File: src/rtl/tx_mac_sched.sv
// tx_mac_sched: two-requester round-robin packet scheduler for the 10G MAC
// TX interface (clk156 domain).
//
// Each requester is a first-word-fall-through packet queue plus a
// packet-available level. A winner is picked per packet, the tx_start/tx_ack
// handshake with the MAC is run, and the packet is streamed word by word.
// A programmable idle gap follows every eop word.
//
// Ports:
//   clk156, reset        clock, synchronous active-high reset
//   reqN_pkt_avail       at least one complete packet queued in requester N
//   reqN_data/len/eop    FWFT head word, byte-count code, last-word flag
//   reqN_rd_en           pop head word of requester N
//   reqN_pkt_ack         one-cycle pulse, packet taken (pop packet-info entry)
//   tx_data              granted requester head data
//   tx_data_valid        byte enables, 0x00 unless a word is being sent
//   tx_start             packet start request to MAC
//   tx_ack               MAC accepts first word
//   grant_id             requester owning the current or most recent packet
//   tx_pkt_count         packets completed, wraps modulo 2^32
//
// state    | meaning
// ---------+-------------------------------------------------------------
// IDLE     | no packet committed; arbitrate, raise tx_start and pkt_ack
// WAIT_ACK | packet committed, waiting for MAC tx_ack (first word sent on ack)
// SEND     | streaming remaining words, one per cycle, until eop
// IFG      | inter-frame idle gap, counts down from IFG_CYCLES
module tx_mac_sched #(
    parameter int unsigned IFG_CYCLES = 1
) (
    input  logic        clk156,
    input  logic        reset,
    input  logic        req0_pkt_avail,
    input  logic [63:0] req0_data,
    input  logic [3:0]  req0_len,
    input  logic        req0_eop,
    output logic        req0_rd_en,
    output logic        req0_pkt_ack,
    input  logic        req1_pkt_avail,
    input  logic [63:0] req1_data,
    input  logic [3:0]  req1_len,
    input  logic        req1_eop,
    output logic        req1_rd_en,
    output logic        req1_pkt_ack,
    output logic [63:0] tx_data,
    output logic [7:0]  tx_data_valid,
    output logic        tx_start,
    input  logic        tx_ack,
    output logic        grant_id,
    output logic [31:0] tx_pkt_count
);

    typedef enum logic [1:0] {
        IDLE     = 2'd0,
        WAIT_ACK = 2'd1,
        SEND     = 2'd2,
        IFG      = 2'd3
    } state_t;

    localparam logic [7:0] IFG_LOAD = 8'(IFG_CYCLES);

    state_t      state, state_nxt;
    logic [7:0]  ifg_cnt, ifg_cnt_nxt;
    logic [31:0] pkt_count_nxt;
    logic        grant_nxt;
    logic        winner;
    logic        send_word;
    logic [3:0]  head_len;
    logic        head_eop;

    // Codes 0..7 enable that many bytes plus one, LSB-aligned; codes 8..15
    // enable nothing but the word is still consumed.
    function automatic logic [7:0] len_mask(input logic [3:0] code);
        if (code[3])
            return 8'h00;
        else
            return 8'hFF >> (3'd7 - code[2:0]);
    endfunction

    assign tx_data  = grant_id ? req1_data : req0_data;
    assign head_len = grant_id ? req1_len  : req0_len;
    assign head_eop = grant_id ? req1_eop  : req0_eop;

    always_ff @(posedge clk156) begin
        if (reset) begin
            state        <= IDLE;
            ifg_cnt      <= 8'd0;
            grant_id     <= 1'b1;
            tx_pkt_count <= 32'd0;
        end else begin
            state        <= state_nxt;
            ifg_cnt      <= ifg_cnt_nxt;
            grant_id     <= grant_nxt;
            tx_pkt_count <= pkt_count_nxt;
        end
    end

    always_comb begin
        state_nxt     = state;
        ifg_cnt_nxt   = ifg_cnt;
        grant_nxt     = grant_id;
        pkt_count_nxt = tx_pkt_count;
        winner        = 1'b0;
        send_word     = 1'b0;
        tx_start      = 1'b0;
        tx_data_valid = 8'h00;
        req0_rd_en    = 1'b0;
        req1_rd_en    = 1'b0;
        req0_pkt_ack  = 1'b0;
        req1_pkt_ack  = 1'b0;

        // Outputs held quiet while reset is asserted so nothing is popped
        // from requesters that are being reset alongside this block.
        if (!reset) begin
            case (state)
                IDLE: begin
                    if (req0_pkt_avail || req1_pkt_avail) begin
                        // Contention goes to the requester that did not own
                        // the previous packet.
                        winner = (req0_pkt_avail && req1_pkt_avail) ? ~grant_id
                                                                    : req1_pkt_avail;
                        tx_start     = 1'b1;
                        req0_pkt_ack = ~winner;
                        req1_pkt_ack = winner;
                        grant_nxt    = winner;
                        state_nxt    = WAIT_ACK;
                    end
                end
                WAIT_ACK: begin
                    send_word = tx_ack;
                end
                SEND: begin
                    send_word = 1'b1;
                end
                IFG: begin
                    ifg_cnt_nxt = ifg_cnt - 8'd1;
                    if (ifg_cnt <= 8'd1)
                        state_nxt = IDLE;
                end
                default: begin
                    state_nxt = IDLE;
                end
            endcase

            if (send_word) begin
                tx_data_valid = len_mask(head_len);
                req0_rd_en    = ~grant_id;
                req1_rd_en    = grant_id;
                if (head_eop) begin
                    pkt_count_nxt = tx_pkt_count + 32'd1;
                    ifg_cnt_nxt   = IFG_LOAD;
                    state_nxt     = (IFG_LOAD == 8'd0) ? IDLE : IFG;
                end else begin
                    state_nxt = SEND;
                end
            end
        end
    end

endmodule

File: config.mk
export PLATFORM = sky130hd
export DESIGN_NAME = tx_mac_sched
export DESIGN_NICKNAME = d
export VERILOG_FILES = /design/src/rtl/tx_mac_sched.sv
export SDC_FILE = /design/constraint.sdc
export NUM_CORES = 1
export LEC_CHECK = 0
export CAP_MARGIN = 40
export CORE_UTILIZATION = 33
export DETAILED_ROUTE_END_ITERATION = 6
export PLACE_DENSITY_LB_ADDON = 0.3
export SYNTH_ARGS = -nofsm -noshare
export SYNTH_HDL_FRONTEND = slang
export SYNTH_SLANG_ARGS = --single-unit
File: constraint.sdc
create_clock -name clk156 -period 2.8 [get_ports clk156]
set_clock_uncertainty 0.2 [all_clocks]
set_input_delay 0.42 -clock clk156 [delete_from_list [all_inputs] [get_ports clk156]]
set_output_delay 0.42 -clock clk156 [all_outputs]
set_load 0.005 [all_outputs]
==> results.toml, run 1 <==
[yosys]
syn_inst = 355
ys_async_sr_fraction_pct = 0
syn_area_sq_mm = 0.00312
yosys_warnings = 0
postSynthAreaPerCell_sq_um = 8.79
synth_edf_count = 0
ys_types = 42
synth_nets = 505
ys_ff_latch = 43
yosysSeqAreaShare_pct = 27.6
synthFlopType = "dfxtp_1"

[global_routing]
grt_first_pass_wirelength_microns = 19400
first_global_vias = 3640
gr-usage-met3_pct = 6.39
met1_usage_pct = 31.4
grt_use_met2_pct = 42.9
antenna_found_initial = 0
grt_usage_pct = 25.1
grt_overflow = 0
grt_max_degree = 50
busiest_layer = "met2"

[die]
start_util_pct = 33.9
ioPinCount = 253
die-width_microns = 99.2
rows = 35
coreArea_sq_mm = 0.00920
die_area_sq_mm = 0.00985
die_h_microns = 99.2

[route]
wl_per_cell_microns = 18.1
dr_total_vias = 3776
drtAntennaViolNets = 0
drcViolationCount = 0
wirelength_microns = 13000
drt-pass1-iter-count = 4
drtIter0Drc = 114
vias_per_cell = 5.27

[clock_network]
clockBufferDepth = 2
cts_made_buffers = 5
cts.sinks = 43
postCtsHoldBufs = 0
cts_tree = "yes"
worstSkewPairLatency_ns = 0.29
h-tree-depth = 2
cts.clk_slew.worst_paths_ns = 0.08
cts_root_buf = "clkbuf_8"

[sta]
period_minus_slack_ns = 2.70
fin_ws_ns = 0.0955
final_hold_viol_count = 0
rsz0062_at_grt = "false"
finalSetupViolCount = 0
fin_tns_setup_ns = 0
slew_violations = 0
fin_crit_sh_pct = 96.6
clock.fmax_mhz = 370
tightest_slew_ns = 0.573
slew_headroom_pct = 61.2

[power_and_ir_drop]
p_seq_share_pct = 29.2
irDropWorstVdd_uv = 290
internal_power_mw = 1.64
swShare_pct = 27.8
p_comb_share_pct = 48.5
p_clk_share_pct = 22.3
p_per_area_mw_per_mm2 = 381
p_leak_nw = 2.16
p_sw_uw = 632

[status]
status = "finished, final reports clean"

[place]
dp_hpwl_microns = 10500
io_buffers = 252
gp_congestion = 0.879
dp_slack_ns = -0.00178

[worst_setup_path]
required_ns = 2.18
path_max_fanout = 13
cp.arrival_ns = 2.08
worstSetupPathType = "reg2out"
startpoint_type = "flop"
end_kind = "primary output"

[hold_path]
hold_class = "reg2reg"

[final_layout]
n_antenna_cell = 0
syn2layout_area_growth_pct = 91.1
nets = 755
drive_above_1_share_pct = 17.2
fill_cells = 787

[run]
cap_violations = 0
-- synthesized netlist by cell type (all sizes together), types with 2 or more instances --
| cell type | instances | area (sq um) |
|---|---|---|
| or3 | 7 | 43.8 |
| dfxtp | 43 | 861 |
| ha | 7 | 87.6 |
| mux2i | 4 | 40.0 |
| nor2b | 4 | 25.0 |
| a211oi | 3 | 22.5 |
| and2 | 6 | 37.5 |
| nand4 | 18 | 119 |
| nor3b | 2 | 15.0 |
| clkbuf | 8 | 30.0 |
| buf | 16 | 76.3 |
| o31ai | 17 | 128 |
| nor4 | 5 | 31.3 |
| nor2 | 15 | 56.3 |
| xnor2 | 6 | 52.6 |
| nand2 | 15 | 56.3 |
| or4 | 17 | 128 |
| xor2 | 4 | 35.0 |
| or2 | 3 | 18.8 |
| a21oi | 32 | 160 |
| nor3 | 9 | 45.0 |
| and3 | 5 | 31.3 |
| inv | 10 | 37.5 |
| nand2b | 2 | 12.5 |
| mux2 | 70 | 792 |
| nand3 | 7 | 35.0 |
| o21ai | 7 | 35.0 |
| nor4b | 2 | 17.5 |
| and4 | 3 | 28.8 |
-- placed cells by master, fill, tap and decap left out, types with 2 or more instances in the layout --
cell,count
clkdlybuf4s50_1,250
mux2_2,69
dfxtp_1,40
a21oi_1,31
nand4_1,17
o31ai_1,17
or4_1,17
nor2_1,15
nand2_1,15
buf_4,13
inv_1,10
nor3_1,9
nand3_1,7
o21ai_0,7
or3_1,7
and2_1,6
xnor2_1,6
clkbuf_8,6
and3_1,5
nor4_1,5
ha_1,5
mux2i_1,4
nor2b_1,4
xor2_1,4
a211oi_1,3
or2_2,2
nand2b_1,2
nor3b_1,2
and4_1,2
nor4b_1,2
ha_2,2
dfxtp_4,2
dlymetal6s2s_1,2
-- flip-flops by register name, indices dropped and copies added, names as in the netlist --
name          flops
tx_pkt_count     32
grant_id          1
state             2
ifg_cnt           8
-- critical path, cell delays in order, from the launching register on --
cell and delay (ns):
dfxtp_2 0.37, inv_1 0.07, ha_1 0.30, buf_4 0.19, nand2_1 0.12, nor3b_1 0.21
clkdlybuf4s50_1 0.54
-- kinds of logic after synthesis --
| family | after synthesis | share of synthesized area [%] |
|---|---|---|
| AO/OA/AOI/OAI | 64 | 12.2 |
| buffers and inverters | 34 | 4.61 |
| flip-flops | 43 | 27.6 |
| AND/OR/NAND/NOR | 123 | 23.3 |
| XOR/XNOR | 10 | 2.81 |
| multiplexers | 74 | 26.7 |
| adder cells (fa/ha/maj) | 7 | 2.81 |
-- worst paths after layout --
kind                          from  slack (ns)               end  cells after the start
setup / recovery          state[1]         0.1        req1_rd_en                      6
setup reg to reg   tx_pkt_count[2]        0.52  tx_pkt_count[26]                      4
hold / removal    tx_pkt_count[23]        0.30  tx_pkt_count[23]                      2
hold reg to reg   tx_pkt_count[23]        0.30  tx_pkt_count[23]                      2
-- stage by stage --
step                      utilization [%]  cell area, sq um  power (mW)  std cells  hold slack (ns)
final                                64.8              5960        2.27        717            0.301
after global routing                 64.8              5960        2.37        717            0.338
after CTS                            64.1              5900        2.25        713            0.302
after detailed placement             62.8              5770        1.74        705            0.285
after global placement               62.8              5770        1.72        705            0.269
after floorplan                         -              3120        1.13        355            0.276
-- power groups by stage --
stage | Sequential, mW | Combinational [mW] | Clock, mW
after global routing | 0.667 | 1.17 | 0.539
final | 0.664 | 1.10 | 0.506
after global placement | 0.684 | 1.04 | 0
after floorplan | 0.662 | 0.466 | 0
after CTS | 0.674 | 1.06 | 0.512
after detailed placement | 0.687 | 1.06 | 0
-- layer usage --
| layer | share of wire, % | routed length (microns) |
|---|---|---|
| met5 | 0 | 0 |
| met4 | 1.7 | 224 |
| met3 | 8.1 | 1050 |
| met2 | 49 | 6330 |
| met1 | 41 | 5360 |
-- final cells by class --
class / instances / area, sq um / area share (%)
multi-input combinational: 278 / 2130 / 35.7
tap: 111 / 139 / 2.33
clock buffer: 6 / 82.6 / 1.38
inverter: 10 / 37.5 / 0.629
timing repair buffer: 267 / 2670 / 44.8
clock inverter: 2 / 35.0 / 0.587
sequential: 43 / 870 / 14.6
-- repair_timing --
item,in CTS,in global routing
buffers inserted,0,4
endpoints found under the setup margin,2,4
pin swaps,0,1
resized for setup,3,7
(Power assumes the default switching activity.)
==> inputs of run 2 (changes only) <==
--- a/config.mk
+++ b/config.mk
@@ -5,10 +5,12 @@
 export SDC_FILE = /design/constraint.sdc
 export NUM_CORES = 1
 export LEC_CHECK = 0
+export ABC_CLOCK_PERIOD_IN_PS = 2800
 export CAP_MARGIN = 40
 export CORE_UTILIZATION = 33
 export DETAILED_ROUTE_END_ITERATION = 6
 export PLACE_DENSITY_LB_ADDON = 0.3
+export SETUP_SLACK_MARGIN = 0.02
 export SYNTH_ARGS = -nofsm -noshare
 export SYNTH_HDL_FRONTEND = slang
 export SYNTH_SLANG_ARGS = --single-unit
==> results.toml, run 2 (synthesis results as in run 1) <==
[place]
io_buffers = 252
dp_slack_ns = -0.00178
gp_congestion = 0.879
dp_hpwl_microns = 10500

[final_layout]
nets = 755
top_regs = "tx_pkt_count x32, ifg_cnt x8, state x2"
post-route-util_pct = 65.0
syn2layout_area_growth_pct = 91.6
seqCellArea_sq_um = 870
n_antenna_cell = 0
largest-register = "tx_pkt_count"
drive_above_1_share_pct = 17.7
fill_cells = 782
multi_input_area_sq_mm = 0.00214
final_common_cell = "clkdlybuf4s50_1"
largest_reg_flops = 32
mostFrequentLayoutCells = "250 x clkdlybuf4s50_1, 69 x mux2_2, 40 x dfxtp_1"

[worst_setup_path]
path_max_fanout = 9
cp_slowest_cell = "clkdlybuf4s50_1"
worstSetupPathType = "reg2out"
worstPathCellList = "inv_2 -> ha_2 -> a21o_1 -> buf_4 -> nand2_1 -> nor3b_1 -> clkdlybuf4s50_1"
critPathTopFamily = "buffers and inverters"
path_buf_inv = 3
required_ns = 2.18
cpPeakStageDelay_ns = 0.54
end_kind = "primary output"
startpoint_type = "flop"
cp.arrival_ns = 2.08

[global_routing]
grt_first_pass_wirelength_microns = 19400
grt_overflow = 0
antenna_found_initial = 0
grt_max_degree = 50
grt_usage_pct = 25.1
first_global_vias = 3640

[die]
ioPinCount = 253
coreArea_sq_mm = 0.00920
die_area_sq_mm = 0.00985
rows = 35
die_h_microns = 99.2
start_util_pct = 33.9
die-width_microns = 99.2

[power_and_ir_drop]
swShare_pct = 28.0
p_leak_nw = 2.16
p_per_area_mw_per_mm2 = 384
p_seq_share_pct = 28.9
irDropWorstVdd_uv = 290
p_sw_uw = 643
p_clk_share_pct = 22.2
p_comb_share_pct = 48.9
internal_power_mw = 1.65

[clock_network]
cts_made_buffers = 5
cts.sinks = 43
cts_root_buf = "clkbuf_8"
worstSkewPairLatency_ns = 0.29
clockBufferDepth = 2
h-tree-depth = 2
cts.clk_slew.worst_paths_ns = 0.08
cts_tree = "yes"

[sta]
finalSetupViolCount = 0
rsz0062_at_grt = "false"
slew_violations = 0
slew_headroom_pct = 61.2
period_minus_slack_ns = 2.70
clock.fmax_mhz = 370
final_hold_viol_count = 0
fin_ws_ns = 0.0955
tightest_slew_ns = 0.573
whs_ns = 0.300
fin_crit_sh_pct = 96.6

[route]
vias_per_cell = 5.26
drtIter0Drc = 120
drcViolationCount = 0
wirelength_microns = 13000
drt-pass1-iter-count = 5
dr_total_vias = 3769
drtAntennaViolNets = 0
wl_per_cell_microns = 18.2

[run]
cap_violations = 0

[hold_path]
hold_class = "reg2reg"

[status]
status = "finished, final reports clean"
## run 2: stage by stage
stage | std cells | area (sq um) | TNS (ns) | total power [mW]
final | 717 | 5980 | 0 | 2.30
after global routing | 717 | 5980 | 0 | 2.40
after CTS | 713 | 5900 | 0 | 2.25
after detailed placement | 705 | 5770 | -0.00178 | 1.74
after global placement | 705 | 5770 | 0 | 1.72
after floorplan | 355 | 3120 | 0 | 1.13
## run 2: path summary, 6_finish.rpt
path	endpoint	slack, ns	cells after the start	startpoint
max	req1_rd_en	0.1	7	state[0]
min	tx_pkt_count[23]	0.30	2	tx_pkt_count[23]
max reg2reg	tx_pkt_count[22]	0.51	4	tx_pkt_count[2]
min reg2reg	tx_pkt_count[23]	0.30	2	tx_pkt_count[23]
## run 2: worst min-delay path, stage by stage, from the launching register on
cell,delay (ns)
dfxtp_1,0.34
o31ai_1,0.07
a21oi_1,0.06
## run 2: repair_timing
action / in CTS / in global routing
gates resized for setup: 3 / 11
buffers inserted: 0 / 4
hold buffers: 0 / 0
pin swaps: 0 / 1
endpoints found under the setup margin: 5 / 6
## run 2: layout make-up
cell class,instances,area share [%]
timing repair buffer,267,44.8
multi-input combinational,278,35.8
sequential,43,14.5
tap,111,2.32
clock buffer,6,1.38
inverter,10,0.628
clock inverter,2,0.586
## run 2: per-layer routing
layer	up-vias	wire length [microns]	global-route usage (%)
li1	1840	-	-
met1	1774	5400	31.4
met2	137	6340	42.9
met3	18	1050	6.39
met4	0	236	6.45
met5	-	0	0
## run 2: power by group through the flow
stage / Sequential, mW / Combinational, mW / Clock (mW)
4_1_cts: 0.674 / 1.06 / 0.512
6_report: 0.665 / 1.12 / 0.509
2_1_floorplan: 0.662 / 0.466 / 0
5_1_grt: 0.669 / 1.19 / 0.539
3_5_place_dp: 0.687 / 1.06 / 0
3_3_place_gp: 0.684 / 1.04 / 0
